### config.mk
export PLATFORM = sky130hd
export DESIGN_NAME = ask4_symbol_upsampler
export DESIGN_NICKNAME = d
export VERILOG_FILES = /design/src/rtl/ask4_symbol_upsampler.sv
export SDC_FILE = /design/constraint.sdc
export NUM_CORES = 1
export LEC_CHECK = 0
export BUFFER_PORTS_ARGS = -buffer_cell sky130_fd_sc_hd__buf_4
export CAP_MARGIN = 20
export CORE_ASPECT_RATIO = 0.5
export CORE_MARGIN = 1.5
export CORE_UTILIZATION = 40
export DETAILED_ROUTE_END_ITERATION = 10
export GPL_TIMING_DRIVEN = 0
export SLEW_MARGIN = 25
export SYNTH_ARGS = -nofsm -noshare
export SYNTH_HDL_FRONTEND = slang
export SYNTH_SLANG_ARGS = --single-unit
### constraint.sdc
create_clock -name clk -period 2.1 [get_ports clk]
set_input_delay 0.105 -clock clk [delete_from_list [all_inputs] [get_ports clk]]
set_output_delay 0.105 -clock clk [all_outputs]
set_load 0.005 [all_outputs]
### src/rtl/ask4_symbol_upsampler.sv
// rtl/ask4_symbol_upsampler.sv - 4-ASK PRBS symbol source, 1s17 level map, zero-stuffed by 4.
// Optional test patterns (constant, alternating, impulse) are selected by sw under `TEST_PATTERN_EN.
module ask4_symbol_upsampler (
  input  logic               clk,
  input  logic               reset,
  input  logic               en,
  input  logic [1:0]         sw,
  output logic signed [17:0] x_out,
  output logic               sym_strobe,
  output logic [1:0]         sym_out
);

  localparam logic signed [17:0] LVL_N3 = -18'sd98304;
  localparam logic signed [17:0] LVL_N1 = -18'sd32768;
  localparam logic signed [17:0] LVL_P1 = 18'sd32768;
  localparam logic signed [17:0] LVL_P3 = 18'sd98304;

  logic [1:0]  phase;
  logic [14:0] lfsr;
  logic [1:0]  sym_sel;
  logic        sym_zero;
  logic signed [17:0] sym_level;

  always_comb begin
    sym_level = LVL_N3;
    case (sym_sel)
      2'b00:   sym_level = LVL_N3;
      2'b01:   sym_level = LVL_N1;
      2'b10:   sym_level = LVL_P1;
      default: sym_level = LVL_P3;
    endcase
  end

`ifdef TEST_PATTERN_EN
  logic       alt;
  logic       imp_done;
  logic [1:0] sw_d;
  logic       imp_armed;

  // A change of sw on this very edge re-arms the impulse before it is consumed.
  assign imp_armed = !imp_done || (sw != sw_d);

  always_comb begin
    sym_sel  = lfsr[1:0];
    sym_zero = 1'b0;
    case (sw)
      2'b01:   sym_sel = 2'b11;
      2'b10:   sym_sel = alt ? 2'b00 : 2'b11;
      2'b11: begin
        sym_sel  = 2'b11;
        sym_zero = !imp_armed;
      end
      default: sym_sel = lfsr[1:0];
    endcase
  end

  always_ff @(posedge clk) begin
    if (reset) begin
      alt      <= 1'b0;
      imp_done <= 1'b0;
      sw_d     <= sw;
    end else if (en) begin
      sw_d <= sw;
      if (sw != sw_d)
        imp_done <= 1'b0;
      if (phase == 2'd0) begin
        alt <= !alt;
        if (sw == 2'b11 && imp_armed)
          imp_done <= 1'b1;
      end
    end
  end
`else
  logic unused_sw;
  assign unused_sw = ^sw;
  assign sym_sel   = lfsr[1:0];
  assign sym_zero  = 1'b0;
`endif

  always_ff @(posedge clk) begin
    if (reset) begin
      x_out      <= '0;
      sym_strobe <= 1'b0;
      sym_out    <= 2'b00;
      phase      <= 2'd0;
      lfsr       <= 15'h0001;
    end else if (en) begin
      phase <= phase + 2'd1;
      if (phase == 2'd0) begin
        x_out      <= sym_zero ? 18'sd0 : sym_level;
        sym_out    <= sym_sel;
        sym_strobe <= 1'b1;
        lfsr       <= {lfsr[13:0], lfsr[14] ^ lfsr[13]};
      end else begin
        x_out      <= '0;
        sym_strobe <= 1'b0;
      end
    end
  end

endmodule

==> metrics.md <==
| Metric | Value |
|---|---|
| Outcome | `finished, final reports clean` |
| Unrepaired setup endpoints after global routing | `no` |
| Maximum cell stage delay along the critical path | `roughly 0.35 ns` |
| Path type of the worst setup path | `register to register` |
| Net switching component of the power | `0.0002116 W` |
| Initial detailed-routing violation count | `26` |
| Crit path arrival time | `1.44 ns` |
| Slew Viols, Final | `0` |
| Number of antenna repair diodes | `0` |
| Number of top-level design ports | `26` |
| WL final | `1808 µm` |
| Sequential element share of the synthesized area | `37.25%` |
| First-pass iteration count of the detailed router | `2` |
| Worst clock skew | `0.002472 ns` |
| Critical path origin | `phase[0]` |
| Biggest fanout along the worst timing path | `10` |
| Clock latency at the later pin of the worst-skew pair | `~0.25 ns` |
| Path class of the lowest-slack min-delay path | `input pin to register` |
| Number of global-route vias before repair | `around 640` |
| Maximum clock insertion buffer count | `2` |
| Fraction of the cycle the final worst path needs | `roughly 59%` |
| Die outline height | `approximately 40 µm` |
| Largest cells by area after synthesis | `sky130_fd_sc_hd__dfxtp_1, sky130_fd_sc_hd__buf_4, sky130_fd_sc_hd__a21bo_1` |
| Cells after synthesis | `108` |
| Share of layout cells above drive strength 1 | `39.39%` |
| Highest achievable clock rate | `approximately 800 MHz` |
| Gate power share | `19.6%` |
| Final setup vio count | `0` |
| Top cell type's share of synthesized area | `37.25%` |
| Vias post-DR | `734` |
| Startpoint of the most critical hold path | `reset` |
| Count of standard-cell rows | `13` |
| Share of power burned in the clock network | `about 31%` |
| Largest net degree at the start of global routing | `11` |
| Overall overflow remaining after global route | `0` |
| Startpoint of the most critical register-to-register path | `phase[0]` |
| Post-synthesis cell area | `1075 µm²` |
| Syn avg cell area | `9.952 µm²` |
| Category of cells accounting for the largest share of critical-path delay | `flip-flops` |
| Minimum clock period after layout | `1.248 ns` |
| Wire length per cell | `10.70 µm` |
| Yosys warning total | `0` |
| Port buffer count | `7` |
| Endpoint required time on the critical path | `roughly 2.3 ns` |
| Global placer's final weighted congestion | `about 0.7` |
| Critical path buffers and inverters | `2` |
| Cell-internal power | `roughly 0.00060 W` |
| Place WS | `between 0.8 and 0.9 ns` |
| Remaining routing DRC violations | `0` |
| Total Neg Setup Slack | `0 ns` |
| Worst Slack Setup Final | `approximately 0.85 ns` |
| Crit path cell chain | `inv_1, ha_1, buf_4, a21bo_1, a21oi_2` |
| Sinks on the clock net | `20` |
| Distinct cell type count after synthesis | `22` |
| Total GRT Usage | `12.83%` |
| VDD IR-drop max | `0.0002237 V` |
| Dpl hpwl | `1258 µm` |
| Power Dens Cells | `640.6 nW/µm²` |
| Total setup buffers inserted after CTS | `0` |
| Die span in x | `76.31 µm` |
| Via-to-Cell Ratio | `4.343` |
| Post-detailed-route count of antenna-violating nets | `0` |
| Setup crit end kind | `register` |
| Layout Area Growth over Synthesis | `17.93%` |
| Std-Cell Core Area | `2570 µm²` |
| Number of buffers created by CTS | `3` |
| CTS root buffer | `sky130_fd_sc_hd__clkbuf_8` |
| Hold-fix buffer count after cts | `0` |
| Wire length of the first global-routing pass | `2863 µm` |
| Antenna violations before repair | `0` |
| Hold WS | `between 0.09 and 0.1 ns` |
| Clock tree from TritonCTS | `built` |
| Level count of the clock H-tree | `1` |
| # resized after CTS | `0` |
| Cell type of the slowest stage on the worst timing path | `sky130_fd_sc_hd__dfxtp_1` |
| Total of flip-flops plus latches after synthesis | `20` |
| Number of nets at the end of the flow | `140` |
| Hold Vio Cnt, Final | `0` |
| Kind of start point of the critical path | `register` |
| Fill cell total of the finished layout | `253` |
| Clock input transition at the sequential cells of the worst setup and hold paths | `around 0.070 ns` |
| Leakage dissipation | `0.5308 nW` |
| Die area | `3026 µm²` |
| Max cap viols | `0` |
| Reg power frac | `roughly 50%` |
| Starting density of the core | `around two fifths` |
| Yosys top cell by area | `sky130_fd_sc_hd__dfxtp_1` |
| Switching share of total power | `26.06%` |
power groups by stage:
stage	Clock (W)	Sequential [W]	Combinational (W)
2_1_floorplan	0	0.000412	0.000121
3_3_place_gp	0	0.000413	0.000160
3_5_place_dp	0	0.000413	0.000160
4_1_cts	0.000260	0.000404	0.000161
5_1_grt	0.000279	0.000406	0.000176
6_report	0.000248	0.000404	0.000159
state kept, by name, summed over array words and instances (netlist names):
signal	flops
sym_out	1
phase	2
lfsr	14
x_out	3
worst reg2reg max path: stages (launching register included):
cell and delay [ns]:
sky130_fd_sc_hd__dfxtp_1 0.35, sky130_fd_sc_hd__inv_1 0.05, sky130_fd_sc_hd__ha_1 0.25, sky130_fd_sc_hd__buf_4 0.20
sky130_fd_sc_hd__a21bo_1 0.21, sky130_fd_sc_hd__a21oi_2 0.12
synth_stat cells, drive strengths merged:
master and instances:
buf 27, dfxtp 20, a21oi 17, a21bo 14, nand3 14, nand2b 3
inv 2, nor2 2, a211o 1, conb 1, ha 1, mux2i 1
nand2 1, nand3b 1, o31a 1, xnor2 1, xor2 1
per-layer routing:
metal	vias to the layer above	track usage [%]	part of all wire, %
met4	0	4.167	1.1
met2	24	23.44	43
li1	385	-	-
met1	323	14.72	50
met3	2	4.419	5.7
met5	-	0	0
kinds of logic after synthesis:
kind of cell	synth area share (%)
multiplexers	0.9314
adder cells (fa/ha/maj)	1.164
XOR/XNOR	1.630
buffers and inverters	20.84
other	0.3489
AND/OR/NAND/NOR	10.71
flip-flops	37.25
AO/OA/AOI/OAI	27.12
through the flow:
| step | cells | area [µm²] | total power, W | util (%) |
|---|---|---|---|---|
| 6_report | 169 | 1267 | 0.0008119 | 49.32 |
| 5_1_grt | 169 | 1267 | 0.0008598 | 49.32 |
| 4_1_cts | 169 | 1267 | 0.0008250 | 49.32 |
| 3_5_place_dp | 166 | 1226 | 0.0005731 | 47.71 |
| 3_3_place_gp | 166 | 1226 | 0.0005724 | 47.71 |
| 2_1_floorplan | 122 | 1127 | 0.0005324 | - |
cells in the final DEF, fill, tap and decap left out, drive strengths merged:
cell / Yosys / final
inv: 2 / 2
nand2b: 3 / 3
mux2i: 1 / 1
dfxtp: 20 / 20
a21bo: 14 / 14
ha: 1 / 1
buf: 27 / 34
conb: 1 / 15
xnor2: 1 / 1
nand3: 14 / 14
a211o: 1 / 1
nand3b: 1 / 1
nor2: 2 / 2
clkbuf: 0 / 3
nand2: 1 / 1
o31a: 1 / 1
xor2: 1 / 1
a21oi: 17 / 17
final timing paths:
path,to,slack (ns),cells past startpoint
setup / recovery,lfsr[10],0.85,5
hold / removal,lfsr[0],0.09,2
hold reg to reg,x_out[17],0.47,2
setup reg to reg,lfsr[10],0.85,5
area by class of cell:
type	instances	area, µm²	area share [%]
inverter	2	7.507	0.5923
timing repair buffer	7	52.55	4.146
sequential	20	400.4	31.59
multi-input combinational	73	503.0	39.68
buffer	27	216.5	17.08
tap	37	46.29	3.653
clock buffer	3	41.29	3.258
No activity file was read; power rests on OpenSTA's default activity.
